## config.mk

```make
export PLATFORM = sky130hd
export DESIGN_NAME = pb_debouncer_flat
export DESIGN_NICKNAME = d
export VERILOG_FILES = /design/src/rtl/pb_debouncer_if.sv /design/src/rtl/pb_debouncer.sv /design/src/flat_wrapper.sv
export SDC_FILE = /design/constraint.sdc
export NUM_CORES = 1
export LEC_CHECK = 0
export ABC_AREA = 1
export CAP_MARGIN = 20
export CORE_ASPECT_RATIO = 1.4
export CORE_MARGIN = 3
export CORE_UTILIZATION = 57
export CTS_BUF_LIST = sky130_fd_sc_hd__clkbuf_8
export CTS_CLUSTER_DIAMETER = 50
export DETAILED_ROUTE_END_ITERATION = 8
export GPL_TIMING_DRIVEN = 0
export HOLD_SLACK_MARGIN = 0.12
export PLACE_DENSITY = 0.84
export SYNTH_ARGS = -nofsm -noshare
export SYNTH_HDL_FRONTEND = slang
export SYNTH_SLANG_ARGS = --single-unit
```

## constraint.sdc

```tcl
create_clock -name clock -period 1.69 [get_ports clock]
set_clock_uncertainty 0.2 [all_clocks]
set_input_delay 0.338 -clock clock [delete_from_list [all_inputs] [get_ports clock]]
set_output_delay 0.338 -clock clock [all_outputs]
set_load 0.02 [all_outputs]
```

## src/rtl/pb_debouncer_if.sv

```systemverilog
// Signal bundle between a pushbutton debouncer and its consumer.
// longPress exists only when LONG_PRESS_EN is defined.
interface pb_debouncer_if;
  logic       pbRaw;
  logic       pbClean;
  logic       busy;
  logic [7:0] bounceCnt;
`ifdef LONG_PRESS_EN
  logic       longPress;
`endif

  modport master (
    output pbRaw,
    input  pbClean,
    input  busy,
    input  bounceCnt
`ifdef LONG_PRESS_EN
    , input longPress
`endif
  );

  modport slave (
    input  pbRaw,
    output pbClean,
    output busy,
    output bounceCnt
`ifdef LONG_PRESS_EN
    , output longPress
`endif
  );
endinterface

```

## src/rtl/pb_debouncer.sv

```systemverilog
// Pushbutton debouncer: 2-flop synchronizer, 4-state qualification FSM, bounce counter.
// Optional long-press detector enabled by defining LONG_PRESS_EN.
module pb_debouncer #(
  parameter int unsigned DEBOUNCE_CYCLES = 16,
  parameter int unsigned LONG_CYCLES     = 64
) (
  input  logic          clock,
  input  logic          reset,
  pb_debouncer_if.slave pb
);
  localparam int unsigned MaxCycles = (DEBOUNCE_CYCLES > LONG_CYCLES) ? DEBOUNCE_CYCLES : LONG_CYCLES;
  localparam int unsigned CntW      = $clog2(MaxCycles + 1);
  localparam logic [CntW-1:0] One     = CntW'(1);
  localparam logic [CntW-1:0] LastCnt = CntW'(DEBOUNCE_CYCLES - 1);

  typedef enum logic [1:0] {
    IDLE_LOW,
    CHK_HIGH,
    IDLE_HIGH,
    CHK_LOW
  } stateT;

  stateT           state, stateNext;
  logic [CntW-1:0] counter, counterNext;
  logic            sync1, sync2;
  logic            cleanQ, cleanNext;
  logic            busyQ, busyNext;
  logic [7:0]      bounceQ;
  logic            bounceEvent;

  // NOTE: clocked state uses non-blocking (<=) so every flop samples pre-edge values.
  always_ff @(posedge clock or negedge reset) begin
    if (!reset) begin
      sync1   <= 1'b0;
      sync2   <= 1'b0;
      state   <= IDLE_LOW;
      counter <= '0;
      cleanQ  <= 1'b0;
      busyQ   <= 1'b0;
      bounceQ <= '0;
    end else begin
      sync1   <= pb.pbRaw;
      sync2   <= sync1;
      state   <= stateNext;
      counter <= counterNext;
      cleanQ  <= cleanNext;
      busyQ   <= busyNext;
      if (bounceEvent && bounceQ != 8'hFF) bounceQ <= bounceQ + 8'd1;
    end
  end

  // NOTE: every output of this block gets a default first, so no path can infer a latch.
  always_comb begin
    stateNext   = state;
    counterNext = counter;
    cleanNext   = cleanQ;
    bounceEvent = 1'b0;
    unique case (state)
      IDLE_LOW: begin
        if (sync2) begin
          stateNext   = CHK_HIGH;
          counterNext = One;
        end
      end
      CHK_HIGH: begin
        if (!sync2) begin
          stateNext   = IDLE_LOW;
          counterNext = '0;
          bounceEvent = 1'b1;
        end else if (counter == LastCnt) begin
          stateNext   = IDLE_HIGH;
          counterNext = '0;
          cleanNext   = 1'b1;
        end else begin
          counterNext = counter + One;
        end
      end
      IDLE_HIGH: begin
        if (!sync2) begin
          stateNext   = CHK_LOW;
          counterNext = One;
        end
      end
      CHK_LOW: begin
        if (sync2) begin
          stateNext   = IDLE_HIGH;
          counterNext = '0;
          bounceEvent = 1'b1;
        end else if (counter == LastCnt) begin
          stateNext   = IDLE_LOW;
          counterNext = '0;
          cleanNext   = 1'b0;
        end else begin
          counterNext = counter + One;
        end
      end
      default: begin
        stateNext   = IDLE_LOW;
        counterNext = '0;
      end
    endcase
    // busy is registered from the next state so it lines up with the state register.
    busyNext = (stateNext == CHK_HIGH) || (stateNext == CHK_LOW);
  end

  assign pb.pbClean   = cleanQ;
  assign pb.busy      = busyQ;
  assign pb.bounceCnt = bounceQ;

`ifdef LONG_PRESS_EN
  localparam logic [CntW-1:0] LongCnt = CntW'(LONG_CYCLES);

  logic [CntW-1:0] holdCnt;
  logic            longQ;

  // Counts only while settled high; an aborted release leaves the count and flag alone.
  always_ff @(posedge clock or negedge reset) begin
    if (!reset) begin
      holdCnt <= '0;
      longQ   <= 1'b0;
    end else if (state == CHK_LOW && stateNext == IDLE_LOW) begin
      holdCnt <= '0;
      longQ   <= 1'b0;
    end else if (state == IDLE_HIGH && holdCnt != LongCnt) begin
      holdCnt <= holdCnt + One;
      if (holdCnt + One == LongCnt) longQ <= 1'b1;
    end
  end

  assign pb.longPress = longQ;
`endif
endmodule

```

## src/flat_wrapper.sv

```systemverilog
// flat-port wrapper written by rule: the top's interface ports become plain ports
module pb_debouncer_flat 
#(
  parameter int unsigned DEBOUNCE_CYCLES = 16,
  parameter int unsigned LONG_CYCLES     = 64
)
  (clock, reset, pb_pbRaw, pb_pbClean, pb_busy, pb_bounceCnt);
  pb_debouncer_if pb_i ();
  input  logic clock;
  input  logic reset;
  input wire logic [$bits(pb_i.pbRaw)-1:0] pb_pbRaw;
  output wire logic [$bits(pb_i.pbClean)-1:0] pb_pbClean;
  output wire logic [$bits(pb_i.busy)-1:0] pb_busy;
  output wire logic [$bits(pb_i.bounceCnt)-1:0] pb_bounceCnt;
  assign pb_i.pbRaw = pb_pbRaw;
  assign pb_pbClean = pb_i.pbClean;
  assign pb_busy = pb_i.busy;
  assign pb_bounceCnt = pb_i.bounceCnt;
  pb_debouncer #(.DEBOUNCE_CYCLES(DEBOUNCE_CYCLES), .LONG_CYCLES(LONG_CYCLES)) u_core (.clock(clock), .reset(reset), .pb(pb_i));
endmodule
```

==> impl_metrics.tcl, run 1 <==
set metrics [dict create \
    path_delay_family "flip-flops" \
    min_path_cells 0 \
    grt_max_degree 22 \
    num_antenna_cells 0 \
    rsz0062_at_grt "no" \
    syn_avg_cell_area_um2 7.789 \
    drive_above_1_share 0.08228 \
    num_io_pins 13 \
    grt_use_met2 0.3827 \
    fin_nets 164 \
    synthSimpleGateAreaFrac 0.3643 \
    p_leak_nw 0.6568 \
    cp.required_ns 1.15 \
    place_inst 174 \
    synth_cells 142 \
    post-synth-top-area-fraction 0.4751 \
    ant_nets 0 \
    critical_path_buf_inv_count 1 \
    busiest_layer "met2" \
    vias_per_cell 5.506 \
    final_util 0.7215 \
    nFillCells 149 \
    rows 18 \
    die_width_um 43.23 \
    end_kind "output pin" \
    synth_xor_xnor_area_share 0.04751 \
    die_y_um 58.12 \
    hold_path.class "flip-flop to flip-flop" \
    power.density_mw_per_mm2 1050 \
    synth.area.top_cells "dfrtp_1, nand2_1, nand3_1, inv_1, nor2_1" \
    antenna_found_initial 0 \
    clock_sinks 21 \
    ir_drop_uv 832.5 \
    synth_area_mm2 0.001106 \
    cts_made_buffers 3 \
    wl_mm 2.322 \
    yosysTopAreaCell "dfrtp_1" \
    dp_hpwl_mm 1.680 \
    cts.path.max_buffers 2 \
    core_mm2 0.001802 \
    ys_warn_count 0 \
    met3_usage 0.04348 \
    start_util 0.6139 \
    synth_seq_cells 21 \
    crit_type "flip-flop to output pin" \
    most-common-layout-cells "nand2_1, dfrtp_1, inv_1, nor2_1, nand3_1" \
    hold_viol_final 0 \
    grt_util_all_layers 0.2224 \
    die_area_mm2 0.002513 \
    drv_cap 0 \
    drt_iter0_markers 42 \
    cp.depth 1 \
    cts_setup_buffers 0 \
    gp_congestion 0.8215 \
    synth_top_family_by_area "simple AND/OR/NAND/NOR gates" \
    cts_tree "yes" \
    fin_tns_setup_ns 0 \
    hold_buffers 0 \
    fin_crit_ns 1.627 \
    final_max_slew_viol_count 0 \
    tightest_slew_ns 0.9015 \
    htreeDepth 1 \
    cp_max_fo 4 \
    startpoint_type "flip-flop" \
    gr-usage-met1 0.2354 \
    max_stage_delay_ns 0.46 \
    fmax_ghz 0.6146 \
    synthMuxAreaShare 0 \
    vias 980 \
    final_common_cell "nand2_1" \
    cp.arrival_ns 1.09 \
    cts_root_buf "clkbuf_8" \
    clk_pin_slew_worst_paths_ns 0.07 \
    grt_first_pass_wirelength_mm 4.160 \
    yosysUniqueCellTypes 18 \
    yosys.area_share.adder 0.02262 \
    finalSetupViolCount 0 \
    first_pass_iters 4 \
    synth.net_count 147 \
    slowest_stage "dfrtp_1" \
    fin_cells 178 \
    ys_seq_area_frac 0.4751 \
    ff2ff_path_depth 5 \
    synth-compound-area-share 0.03620 \
    clock_latency_ns 0.26 \
    status "completed" \
    post-route-period-util 0.9628 \
    drc 0 \
    areaGrowthSynthToFinish_pct 17.53 \
    wire_per_inst_um 13.04 \
    worstPathCellList "dlygate4sd2_1" \
    gr-total-overflow 0 \
    portBuffers 12 \
    grt_pass1_vias 992 \
    slew_headroom 0.3971 \
]
==> sequential cells by signal, indices dropped and copies added, names as in the netlist <==
register and flops:
u_core.sync1 1, u_core.pb.pbClean 1, u_core.pb.busy 1, u_core.sync2 1, u_core.state 2, u_core.pb.bounceCnt 8, u_core.counter 7
==> through the flow <==
step / total power, W / setup slack (ns) / hold WS, ns / area, um^2
3_5_place_dp: 0.001055 / 0.002106 / 0.1649 / 1251
3_3_place_gp: 0.001040 / 0.001774 / 0.1348 / 1251
4_1_cts: 0.001336 / 0.05895 / 0.1818 / 1284
2_1_floorplan: 0.0008828 / 0.1254 / -0.1576 / 1106
6_report: 0.001365 / 0.06285 / 0.1882 / 1300
5_1_grt: 0.001457 / 0.002818 / 0.1869 / 1300
==> power breakdown <==
part	leakage, nW	total (W)	switching, W	internal [W]
registers	0.274	0.000675	0.000106	0.000569
logic	0.356	0.000362	0.000210	0.000152
clock network	0.0269	0.000328	0.000166	0.000162
total	0.657	0.00137	0.000482	0.000884
==> cells in the mapped netlist <==
cell and n:
nand2_1 56, dfrtp_1 21, inv_1 13, nor2_1 13
nand3_1 12, o21ai_0 7, xor2_1 4, nand4_1 3
ha_1 2, nor2_2 2, xnor2_1 2, a21oi_1 1
buf_4 1, inv_2 1, nand2_4 1, nand3_4 1
nand3b_1 1, nor3_4 1
==> cell type report <==
class	count	area, um^2	share of cell area
Inverter	14	52.55	0.04042
Sequential cell	21	526.8	0.4052
Clock buffer	3	41.29	0.03176
Clock inverter	1	3.754	0.002887
Multi-Input combinational cell	106	535.5	0.4119
Timing Repair Buffer	12	107.6	0.08277
Buffer	1	7.507	0.005775
Tap cell	20	25.02	0.01925
==> worst paths after layout <==
kind / start / to / slack [ns]
min reg2reg: u_core.sync1$_DFF_PN0_ / u_core.sync2$_DFF_PN0_ / 0.19
max: u_core.pb.bounceCnt[0]$_DFFE_PN0P_ / pb_bounceCnt[0] / 0.06
max in group asynchronous: reset / u_core.counter[0]$_DFFE_PN0P_ / 0.31
min: u_core.sync1$_DFF_PN0_ / u_core.sync2$_DFF_PN0_ / 0.19
max reg2reg: u_core.counter[0]$_DFFE_PN0P_ / u_core.state[1]$_DFF_PN0_ / 0.12
min in group asynchronous: reset / u_core.counter[0]$_DFFE_PN0P_ / 0.38
==> routing by layer <==
metal  share of wire  vias up
li1                -      476
met1            0.38      469
met2            0.55       24
met3           0.031       11
met4           0.037        0
met5               0        -
==> kinds of logic (layout without fill, tap and decap cells) <==
family | after synthesis | count (layout)
simple gates | 90 | 90
flops | 21 | 21
buf+inv | 15 | 31
compound gates | 8 | 8
xor+xnor | 6 | 6
fa+ha+maj | 2 | 2
==> timing repair <==
action,4_1_cts,5_1_grt
hold endpoints to repair,0,0
gates resized for setup,10,4
setup endpoints to repair,10,10
Note: power is estimated with default switching activity, not from simulation.
==> inputs of run 2 (changes only) <==
CORE_MARGIN = 2   (was 3)
==> impl_metrics.tcl, run 2 (synthesis gave the netlist of run 1 again) <==
set metrics [dict create \
    status "completed" \
    grt_max_degree 22 \
    min_from "u_core.sync1$_DFF_PN0_" \
    power.density_mw_per_mm2 1054 \
    wl_mm 2.082 \
    ff2ff_path_depth 8 \
    end_kind "output pin" \
    ir_drop_uv 866.5 \
    antenna_found_initial 0 \
    drive_above_1_share 0.09375 \
    portBuffers 12 \
    cp_max_fo 6 \
    power_w 0.001376 \
    final_area_mm2 0.001306 \
    num_antenna_cells 0 \
    path_delay_family "flip-flops" \
    final_util 0.7250 \
    clock_sinks 21 \
    fmax_ghz 0.6195 \
    final_max_slew_viol_count 0 \
    die_y_um 56.12 \
    detailed_place.area_mm2 0.001251 \
    die_area_mm2 0.002314 \
    slowest_stage "dfrtp_1" \
    fin_crit_ns 1.614 \
    grt_util_all_layers 0.2204 \
    ant_nets 0 \
    dp_hpwl_mm 1.542 \
    final_common_cell "nand2_1" \
    drc 0 \
    rows 18 \
    slew_headroom 0.4136 \
    min_to "u_core.sync2$_DFF_PN0_" \
    met3RoutedLength_um 59 \
    startpoint_type "flip-flop" \
    fin_tns_setup_ns 0 \
    drt_iter0_markers 13 \
    vias_per_cell 5.200 \
    cts_root_buf "clkbuf_8" \
    min_path_cells 0 \
    first_pass_iters 4 \
    cp.depth 1 \
    p_leak_nw 0.6617 \
    reg2reg_from "u_core.pb.bounceCnt[1]$_DFFE_PN0P_" \
    grt_pass1_vias 888 \
    critical_path_buf_inv_count 1 \
    areaGrowthSynthToFinish_pct 18.10 \
    cp.arrival_ns 1.08 \
    cts.path.max_buffers 2 \
    clk_pin_slew_worst_paths_ns 0.08 \
    vias 936 \
    cts_made_buffers 3 \
    hold_viol_final 0 \
    wire_per_inst_um 11.57 \
    gr-total-overflow 0 \
    tightest_slew_ns 0.8769 \
    reg2reg_slack_ns 0.14 \
    finalSetupViolCount 0 \
    htreeDepth 1 \
    core_mm2 0.001802 \
    wl_met1_um 884 \
    wl_met2_mm 1.104 \
    die_width_um 41.23 \
    fin_nets 166 \
    post-route-period-util 0.9552 \
    hold_path.class "flip-flop to flip-flop" \
    start_util 0.6139 \
    top_layer "met4" \
    gp_congestion 0.7916 \
    drv_cap 0 \
    clock_latency_ns 0.26 \
    worstPathCellList "dlygate4sd2_1" \
    grt_first_pass_wirelength_mm 3.601 \
    max_stage_delay_ns 0.45 \
    cp.required_ns 1.15 \
    largest_reg_flops 8 \
    most-common-layout-cells "nand2_1, dfrtp_1, inv_1, nor2_1, nand3_1" \
    nFillCells 144 \
    num_io_pins 13 \
    cts_tree "yes" \
    crit_type "flip-flop to output pin" \
    rr_endpoint "u_core.pb.bounceCnt[4]$_DFFE_PN0P_" \
]
==> run 2: worst max path at each step <==
stage	start	endpoint
finish	u_core.pb.bounceCnt[4]$_DFFE_PN0P_	pb_bounceCnt[4]
global route	u_core.pb.bounceCnt[0]$_DFFE_PN0P_	u_core.pb.bounceCnt[4]$_DFFE_PN0P_
CTS	u_core.pb.bounceCnt[4]$_DFFE_PN0P_	pb_bounceCnt[4]
detailed placement	reset	u_core.pb.bounceCnt[7]$_DFFE_PN0P_
global placement	reset	u_core.pb.bounceCnt[7]$_DFFE_PN0P_
floorplan	u_core.pb.bounceCnt[1]$_DFFE_PN0P_	u_core.pb.bounceCnt[4]$_DFFE_PN0P_
==> run 2: metrics by stage <==
stage / worst slack [ns] / hold slack, ns / cells
after global routing: -0.004070 / 0.1652 / 180
after floorplan: 0.1254 / -0.1576 / 142
after CTS: 0.07088 / 0.1551 / 178
after global placement: 0.001092 / 0.1350 / 174
after detailed placement: 0.0008912 / 0.1362 / 174
final: 0.07571 / 0.1528 / 180
==> run 2: layer usage <==
layer,GRT usage,vias up
met4,0.06912,0
met3,0.03600,5
met1,0.2698,441
met2,0.3705,13
met5,0,-
li1,-,477
==> run 2: cell type report <==
| class | count | area (um^2) | area share |
|---|---|---|---|
| Sequential cell | 21 | 526.8 | 0.4033 |
| Tap cell | 20 | 25.02 | 0.01916 |
| Clock inverter | 1 | 7.507 | 0.005747 |
| Buffer | 1 | 7.507 | 0.005747 |
| Timing Repair Buffer | 14 | 122.6 | 0.09387 |
| Inverter | 14 | 52.55 | 0.04023 |
| Clock buffer | 3 | 41.29 | 0.03161 |
| Multi-Input combinational cell | 106 | 523.0 | 0.4004 |
==> run 2: repair_timing <==
item / in CTS / in global routing
resized for setup: 10 / 2
endpoints found under the setup margin: 10 / 8
buffers inserted: 0 / 2
hold buffers: 0 / 0
==> run 2: power by group <==
| group | switching [W] | internal, W |
|---|---|---|
| logic | 0.000216 | 0.000165 |
| clock network | 0.000171 | 0.000167 |
| registers | 0.0000888 | 0.000569 |
| total | 0.000476 | 0.000900 |
==> inputs of run 3 (changes only) <==
SLEW_MARGIN = 0   (was unset)
==> results of run 3 <==
Final layout, timing and power as in run 2 (identical DEF).
